[src/rtl/adder_pkg.sv]
// -----------------------------------------------------------------------------
// adder_pkg
// Shared definitions for the multicycle adder:
//   - FSM state encoding (IDLE, RUN, DONE)
//   - helpers that derive the number of chunks and the chunk-index width
//     from the WIDTH/CHUNK parameters
// -----------------------------------------------------------------------------
package adder_pkg;

   localparam logic [1:0] ST_IDLE = 2'd0;
   localparam logic [1:0] ST_RUN  = 2'd1;
   localparam logic [1:0] ST_DONE = 2'd2;

   // Number of CHUNK-bit slices in a WIDTH-bit operand.
   function automatic int calc_nchunk(input int width, input int chunk);
      return width / chunk;
   endfunction

   // Width of the chunk index; at least one bit so a single-chunk
   // configuration still has a legal register.
   function automatic int calc_idx_w(input int nchunk);
      return (nchunk <= 1) ? 1 : $clog2(nchunk);
   endfunction

endpackage : adder_pkg

[src/rtl/chunk_adder.sv]
// -----------------------------------------------------------------------------
// chunk_adder
// Combinational CHUNK-bit adder slice used once per RUN cycle.
// Ports:
//   x, y : CHUNK-bit addend slices
//   ci   : carry into the slice
//   s    : CHUNK-bit partial sum
//   co   : carry out of the slice
// -----------------------------------------------------------------------------
module chunk_adder #(
   parameter int CHUNK = 4
) (
   input  logic [CHUNK-1:0] x,
   input  logic [CHUNK-1:0] y,
   input  logic             ci,
   output logic [CHUNK-1:0] s,
   output logic             co
);

   assign {co, s} = {1'b0, x} + {1'b0, y} + {{CHUNK{1'b0}}, ci};

endmodule : chunk_adder

[src/rtl/multicycle_adder.sv]
// -----------------------------------------------------------------------------
// multicycle_adder
// WIDTH-bit adder that processes CHUNK bits per clock, taking
// NCHUNK = WIDTH/CHUNK RUN cycles. WIDTH must be a multiple of CHUNK and
// 1 <= CHUNK <= WIDTH.
// Ports:
//   clk      : rising-edge clock
//   rst_n    : asynchronous active-low reset
//   start    : begin an addition (accepted in IDLE and DONE, ignored in RUN)
//   a, b     : WIDTH-bit addends, captured when start is accepted
//   cin      : carry into bit 0, captured with the operands
//   busy     : high exactly while in RUN
//   done     : high exactly while in DONE (one cycle per result)
//   sum      : result bits, updated on entry to DONE and held
//   carry    : unsigned carry out of bit WIDTH-1
//   overflow : two's complement overflow
// -----------------------------------------------------------------------------
module multicycle_adder
   import adder_pkg::*;
#(
   parameter int WIDTH = 16,
   parameter int CHUNK = 4
) (
   input  logic             clk,
   input  logic             rst_n,
   input  logic             start,
   input  logic [WIDTH-1:0] a,
   input  logic [WIDTH-1:0] b,
   input  logic             cin,
   output logic             busy,
   output logic             done,
   output logic [WIDTH-1:0] sum,
   output logic             carry,
   output logic             overflow
);

   localparam int            NCHUNK   = calc_nchunk(WIDTH, CHUNK);
   localparam int            IW       = calc_idx_w(NCHUNK);
   localparam logic [IW-1:0] LAST_IDX = IW'(NCHUNK - 1);

   logic [1:0]       state_q, state_d;
   logic [WIDTH-1:0] a_q, a_d;
   logic [WIDTH-1:0] b_q, b_d;
   logic [WIDTH-1:0] psum_q, psum_d;
   logic [WIDTH-1:0] sum_q, sum_d;
   logic [IW-1:0]    idx_q, idx_d;
   logic             cy_q, cy_d;        // running carry between chunks
   logic             carry_q, carry_d;
   logic             ovf_q, ovf_d;

   logic [CHUNK-1:0] x_chunk, y_chunk, s_chunk;
   logic             co_chunk;
   logic [WIDTH-1:0] psum_upd;
   logic             accept;

   // Start is only honoured when no addition is in flight.
   assign accept = start && ((state_q == ST_IDLE) || (state_q == ST_DONE));

   // Chunk selection and partial-sum merge are written as a constant-index
   // mux so each slice is a fixed wire range rather than a barrel shifter.
   // NOTE: every always_comb output gets a default first so no path leaves it unassigned (no latch).
   always_comb begin
      x_chunk  = '0;
      y_chunk  = '0;
      psum_upd = psum_q;
      for (int i = 0; i < NCHUNK; i++) begin
         if (idx_q == IW'(i)) begin
            x_chunk                      = a_q[i*CHUNK +: CHUNK];
            y_chunk                      = b_q[i*CHUNK +: CHUNK];
            psum_upd[i*CHUNK +: CHUNK]   = s_chunk;
         end
      end
   end

   chunk_adder #(
      .CHUNK(CHUNK)
   ) u_chunk_adder (
      .x  (x_chunk),
      .y  (y_chunk),
      .ci (cy_q),
      .s  (s_chunk),
      .co (co_chunk)
   );

   always_comb begin
      state_d = state_q;
      a_d     = a_q;
      b_d     = b_q;
      psum_d  = psum_q;
      sum_d   = sum_q;
      idx_d   = idx_q;
      cy_d    = cy_q;
      carry_d = carry_q;
      ovf_d   = ovf_q;

      case (state_q)
         ST_IDLE: begin
            if (start) state_d = ST_RUN;
         end
         ST_RUN: begin
            psum_d = psum_upd;
            cy_d   = co_chunk;
            idx_d  = idx_q + IW'(1);
            if (idx_q == LAST_IDX) begin
               state_d = ST_DONE;
               idx_d   = '0;
               sum_d   = psum_upd;
               carry_d = co_chunk;
               // Carry into the MSB is recovered from the MSB sum bit:
               // c_in = a ^ b ^ s at that position.
               ovf_d   = a_q[WIDTH-1] ^ b_q[WIDTH-1] ^ psum_upd[WIDTH-1] ^ co_chunk;
            end
         end
         ST_DONE: begin
            state_d = start ? ST_RUN : ST_IDLE;
         end
         default: state_d = ST_IDLE;
      endcase

      // Capture overrides the per-state updates on the accepting edge.
      if (accept) begin
         a_d    = a;
         b_d    = b;
         cy_d   = cin;
         idx_d  = '0;
         psum_d = '0;
      end
   end

   // NOTE: sequential state uses non-blocking assignments so every flop samples pre-edge values.
   always_ff @(posedge clk or negedge rst_n) begin
      if (!rst_n) begin
         state_q <= ST_IDLE;
         a_q     <= '0;
         b_q     <= '0;
         psum_q  <= '0;
         sum_q   <= '0;
         idx_q   <= '0;
         cy_q    <= 1'b0;
         carry_q <= 1'b0;
         ovf_q   <= 1'b0;
      end else begin
         state_q <= state_d;
         a_q     <= a_d;
         b_q     <= b_d;
         psum_q  <= psum_d;
         sum_q   <= sum_d;
         idx_q   <= idx_d;
         cy_q    <= cy_d;
         carry_q <= carry_d;
         ovf_q   <= ovf_d;
      end
   end

   assign busy     = (state_q == ST_RUN);
   assign done     = (state_q == ST_DONE);
   assign sum      = sum_q;
   assign carry    = carry_q;
   assign overflow = ovf_q;

endmodule : multicycle_adder

[config.mk]
export PLATFORM = sky130hd
export DESIGN_NAME = multicycle_adder
export DESIGN_NICKNAME = d
export VERILOG_FILES = /design/src/rtl/adder_pkg.sv /design/src/rtl/chunk_adder.sv /design/src/rtl/multicycle_adder.sv
export SDC_FILE = /design/constraint.sdc
export NUM_CORES = 1
export LEC_CHECK = 0
export CORE_MARGIN = 2
export CORE_UTILIZATION = 56
export CTS_CLUSTER_DIAMETER = 100
export CTS_CLUSTER_SIZE = 20
export DETAILED_ROUTE_END_ITERATION = 7
export GPL_TIMING_DRIVEN = 0
export PLACE_DENSITY = 0.84
export SYNTH_ARGS = -nofsm -noshare
export SYNTH_HDL_FRONTEND = slang
export SYNTH_SLANG_ARGS = --single-unit
[constraint.sdc]
create_clock -name clk -period 7.25 [get_ports clk]
set_input_delay 1.45 -clock clk [delete_from_list [all_inputs] [get_ports clk]]
set_output_delay 1.45 -clock clk [all_outputs]
set_load 0.01 [all_outputs]
==> metrics.txt <==
# TYPE chip_impl_metric gauge
chip_impl_info{name="result_of_the_run",value="finished, final reports clean"} 1
chip_impl_metric{name="die_h",unit="um"} 78.9
chip_impl_metric{name="via_per_inst",unit=""} 5.43
chip_impl_metric{name="worst_slew_pin_slew",unit="ps"} 820
chip_impl_metric{name="fin_nets",unit=""} 447
chip_impl_metric{name="ratio_of_cells_with_drive_above_1_in_the_final_layout",unit="%"} 5.16
chip_impl_metric{name="syn_area",unit="um2"} 3140
chip_impl_metric{name="worst_skew_pair.late_latency",unit="ps"} 340
chip_impl_metric{name="starting_density_of_the_core",unit="%"} 57.4
chip_impl_metric{name="drt_first_pass_iters",unit=""} 5
chip_impl_metric{name="netlist-cell-type-count",unit=""} 30
chip_impl_info{name="cpMostUsedCell",value="sky130_fd_sc_hd__a21oi_1"} 1
chip_impl_metric{name="setup_tns",unit="ps"} 0
chip_impl_metric{name="antenna_violations_before_repair",unit=""} 0
chip_impl_metric{name="worst_path_buffer_plus_inverter_count",unit=""} 2
chip_impl_info{name="unrepaired_setup_endpoints_after_global_routing",value="no"} 1
chip_impl_info{name="criticalPathCategory",value="flop to flop"} 1
chip_impl_metric{name="maxCapViolations",unit=""} 0
chip_impl_metric{name="ant_nets",unit=""} 0
chip_impl_metric{name="antenna-diode-count",unit=""} 0
chip_impl_metric{name="max-vdd-ir-drop",unit="uV"} 216
chip_impl_metric{name="crit_arrival",unit="ps"} 3900
chip_impl_metric{name="report.final.hold_viol_count",unit=""} 0
chip_impl_metric{name="cp_data_required_time",unit="ps"} 7490
chip_impl_metric{name="global_route.usage.total",unit="%"} 24.7
chip_impl_metric{name="cts-hold-fix-buffers",unit=""} 0
chip_impl_metric{name="worstPathMaxFanout",unit=""} 10
chip_impl_metric{name="report.final.slew_viol_count",unit=""} 0
chip_impl_info{name="critical-path-slowest-cell",value="sky130_fd_sc_hd__fa_1"} 1
chip_impl_metric{name="path_clk_slew",unit="ps"} 70
chip_impl_metric{name="critical-path-max-stage-delay",unit="ps"} 480
chip_impl_metric{name="area_delta_synth_final",unit="%"} 25.8
chip_impl_info{name="clk_root_buffer_cell",value="sky130_fd_sc_hd__clkbuf_8"} 1
chip_impl_metric{name="fp.dieArea",unit="um2"} 6220
chip_impl_metric{name="dpl_wire_length",unit="um"} 4830
chip_impl_info{name="min-delay-path-class",value="flop to flop"} 1
chip_impl_metric{name="cts_buffer_depth",unit=""} 2
chip_impl_metric{name="post_synth.cell_area_avg",unit="um2"} 9.34
chip_impl_info{name="critPathLaunchType",value="flop"} 1
chip_impl_metric{name="num_rows",unit=""} 27
chip_impl_metric{name="vias_in_the_first_global_route",unit=""} 2471
chip_impl_metric{name="place.gp.congestion",unit=""} 0.844
chip_impl_metric{name="coreArea",unit="um2"} 5470
chip_impl_metric{name="port-buffer-count",unit=""} 55
chip_impl_info{name="cpLargestDelayFamily",value="adder cells"} 1
chip_impl_metric{name="finalCoreUtilization",unit="%"} 72.2
chip_impl_metric{name="share_of_the_synthesized_area_in_the_top_cell_type",unit="%"} 53.4
chip_impl_metric{name="drc",unit=""} 0
chip_impl_metric{name="achievable_clock_frequency",unit="GHz"} 0.273
chip_impl_metric{name="post_cts.repair.setup_buffers",unit=""} 0
chip_impl_info{name="mostFrequentLayoutCells",value="sky130_fd_sc_hd__nand2_1 (124), sky130_fd_sc_hd__dfrtp_1 (67), sky130_fd_sc_hd__clkdlybuf4s50_1 (54)"} 1
chip_impl_metric{name="ys_seq_area_share",unit="%"} 53.4
chip_impl_metric{name="drt-initial-drc-count",unit=""} 136
chip_impl_metric{name="die_w",unit="um"} 78.9
chip_impl_metric{name="cts_buffers",unit=""} 9
chip_impl_metric{name="yosys_warnings",unit=""} 0
chip_impl_metric{name="drt-wirelength-per-cell",unit="um"} 14.4
chip_impl_metric{name="finalCriticalPeriod",unit="ps"} 3660
chip_impl_metric{name="first_pass_grt_wire_length",unit="um"} 11600
chip_impl_metric{name="htree_levels",unit=""} 3
chip_impl_metric{name="grt_residual_overflow",unit=""} 0
chip_impl_metric{name="dr_total_vias",unit=""} 2601
chip_impl_metric{name="pin_count",unit=""} 56
chip_impl_info{name="endpoint_kind",value="flop"} 1
chip_impl_metric{name="holdWs",unit="ps"} 475
chip_impl_metric{name="post_synth_inst_count",unit=""} 336
chip_impl_metric{name="yosys_register_bits",unit=""} 67
chip_impl_metric{name="finalSetupViolations",unit=""} 0
chip_impl_info{name="final_common_cell",value="sky130_fd_sc_hd__nand2_1"} 1
chip_impl_metric{name="p_total",unit="mW"} 1.97
chip_impl_metric{name="power_per_cell_area",unit="nW/um2"} 500
chip_impl_metric{name="max_slew_margin",unit="%"} 45.4
chip_impl_metric{name="grt_start_max_net_pins",unit=""} 68
chip_impl_metric{name="clock_sink_count",unit=""} 67
chip_impl_info{name="yosys.area.top_type",value="sky130_fd_sc_hd__dfrtp_1"} 1
chip_impl_info{name="cts_tree",value="yes"} 1
chip_impl_info{name="leading_cell_types_by_total_area_after_synthesis",value="sky130_fd_sc_hd__dfrtp_1 (53%), sky130_fd_sc_hd__nand2_1 (15%), sky130_fd_sc_hd__mux2i_1 (3.8%)"} 1
chip_impl_metric{name="post_cts_resize_count",unit=""} 0
chip_impl_metric{name="finClkSkew",unit="ps"} 4.40
chip_impl_metric{name="min_period_over_period",unit="%"} 50.5
chip_impl_metric{name="synth_fp_nets",unit=""} 381
chip_impl_metric{name="route.final.wire_length",unit="um"} 6900
chip_impl_info{name="crit_chain",value="inv_1 -> ha_1 -> buf_1 -> nand3b_1 -> a21oi_1 -> a21oi_1 -> nor2_1 -> a21oi_1 -> fa_1 -> fa_1 -> nand2b_1 -> o2bb2ai_1 -> xnor2_1 -> xnor2_1 -> o21ai_2"} 1
chip_impl_metric{name="power_leakage",unit="nW"} 1.88
[final cells by class]
type / instances / area [um2]
buffer: 21 / 81.3
sequential: 67 / 1680
fill: 451 / 1520
tap: 72 / 90.1
clock inverter: 2 / 10.0
inverter: 7 / 26.3
clock buffer: 14 / 163
timing repair buffer: 55 / 548
multi-input combinational: 241 / 1360
[worst register-to-register path, stage by stage (launching register included)]
cell,delay (ps)
sky130_fd_sc_hd__dfrtp_1,420
sky130_fd_sc_hd__inv_1,110
sky130_fd_sc_hd__ha_1,250
sky130_fd_sc_hd__buf_1,480
sky130_fd_sc_hd__nand3b_1,140
sky130_fd_sc_hd__a21oi_1,160
sky130_fd_sc_hd__a21oi_1,60
sky130_fd_sc_hd__nor2_1,110
sky130_fd_sc_hd__a21oi_1,70
sky130_fd_sc_hd__fa_1,490
sky130_fd_sc_hd__fa_1,460
sky130_fd_sc_hd__nand2b_1,180
sky130_fd_sc_hd__o2bb2ai_1,200
sky130_fd_sc_hd__xnor2_1,210
sky130_fd_sc_hd__xnor2_1,160
sky130_fd_sc_hd__o21ai_2,60
[path summary, 6_finish.rpt]
kind | start | endpoint | slack [ps] | cells past startpoint
max | idx_q[0] | overflow | 3590 | 15
min | a_q[2] | a_q[2] | 470 | 2
max reg2reg | idx_q[0] | overflow | 3590 | 15
min reg2reg | a_q[2] | a_q[2] | 470 | 2
max in group asynchronous | rst_n | a_q[8] | 5520 | 1
min in group asynchronous | rst_n | sum[11] | 1200 | 1
[registers in the layout, summed over array words and instances, names as in the netlist, 2 cells and up]
| signal | count |
|---|---|
| a_q | 16 |
| b_q | 16 |
| idx_q | 2 |
| psum_q | 12 |
| state_q | 2 |
| sum | 16 |
[cell usage after synthesis, drive strengths merged]
cell	instances
nand2	124
dfrtp	67
o21ai	26
clkbuf	17
a21oi	16
nor2	13
mux2i	12
a22o	9
ha	7
inv	7
a22oi	4
buf	4
nand3b	4
nor2b	4
xnor2	4
a21o	3
a32o	3
nand2b	3
fa	2
xor2	2
a221oi	1
mux2	1
o221ai	1
o2bb2ai	1
or3	1
[power by group]
part / switching [mW] / internal (mW)
clock network: 0.133 / 0.142
registers: 0.0916 / 0.533
logic: 0.617 / 0.458
total: 0.841 / 1.13
[through the flow]
stage / area [um2] / cells / setup WS, ps
2_1_floorplan: 3140 / 336 / 4050
3_3_place_gp: 3780 / 463 / 2600
3_5_place_dp: 3780 / 463 / 3630
4_1_cts: 3950 / 479 / 3600
5_1_grt: 3950 / 479 / 3330
6_report: 3950 / 479 / 3590
[logic make-up (layout without fill, tap and decap cells)]
kind of cell             Yosys count  in the layout  share of synthesized area [%]
AO/OA/AOI/OAI                     64             64                           13.4
multiplexers                      13             13                           4.30
XOR/XNOR                           6              6                           2.27
adder cells (fa/ha/maj)            9              9                           4.07
buffers and inverters             28             99                           3.43
AND/OR/NAND/NOR                  149            149                           19.2
flip-flops                        67             67                           53.4
[routing by layer]
metal / share of wire, % / GRT usage [%] / vias to the layer above
met5: 0 / 0 / -
met4: 2.5 / 11.0 / 0
met3: 5.7 / 5.57 / 17
met2: 50 / 39.4 / 100
met1: 42 / 32.5 / 1243
li1: - / - / 1241
No activity file was read; power rests on OpenSTA's default activity.
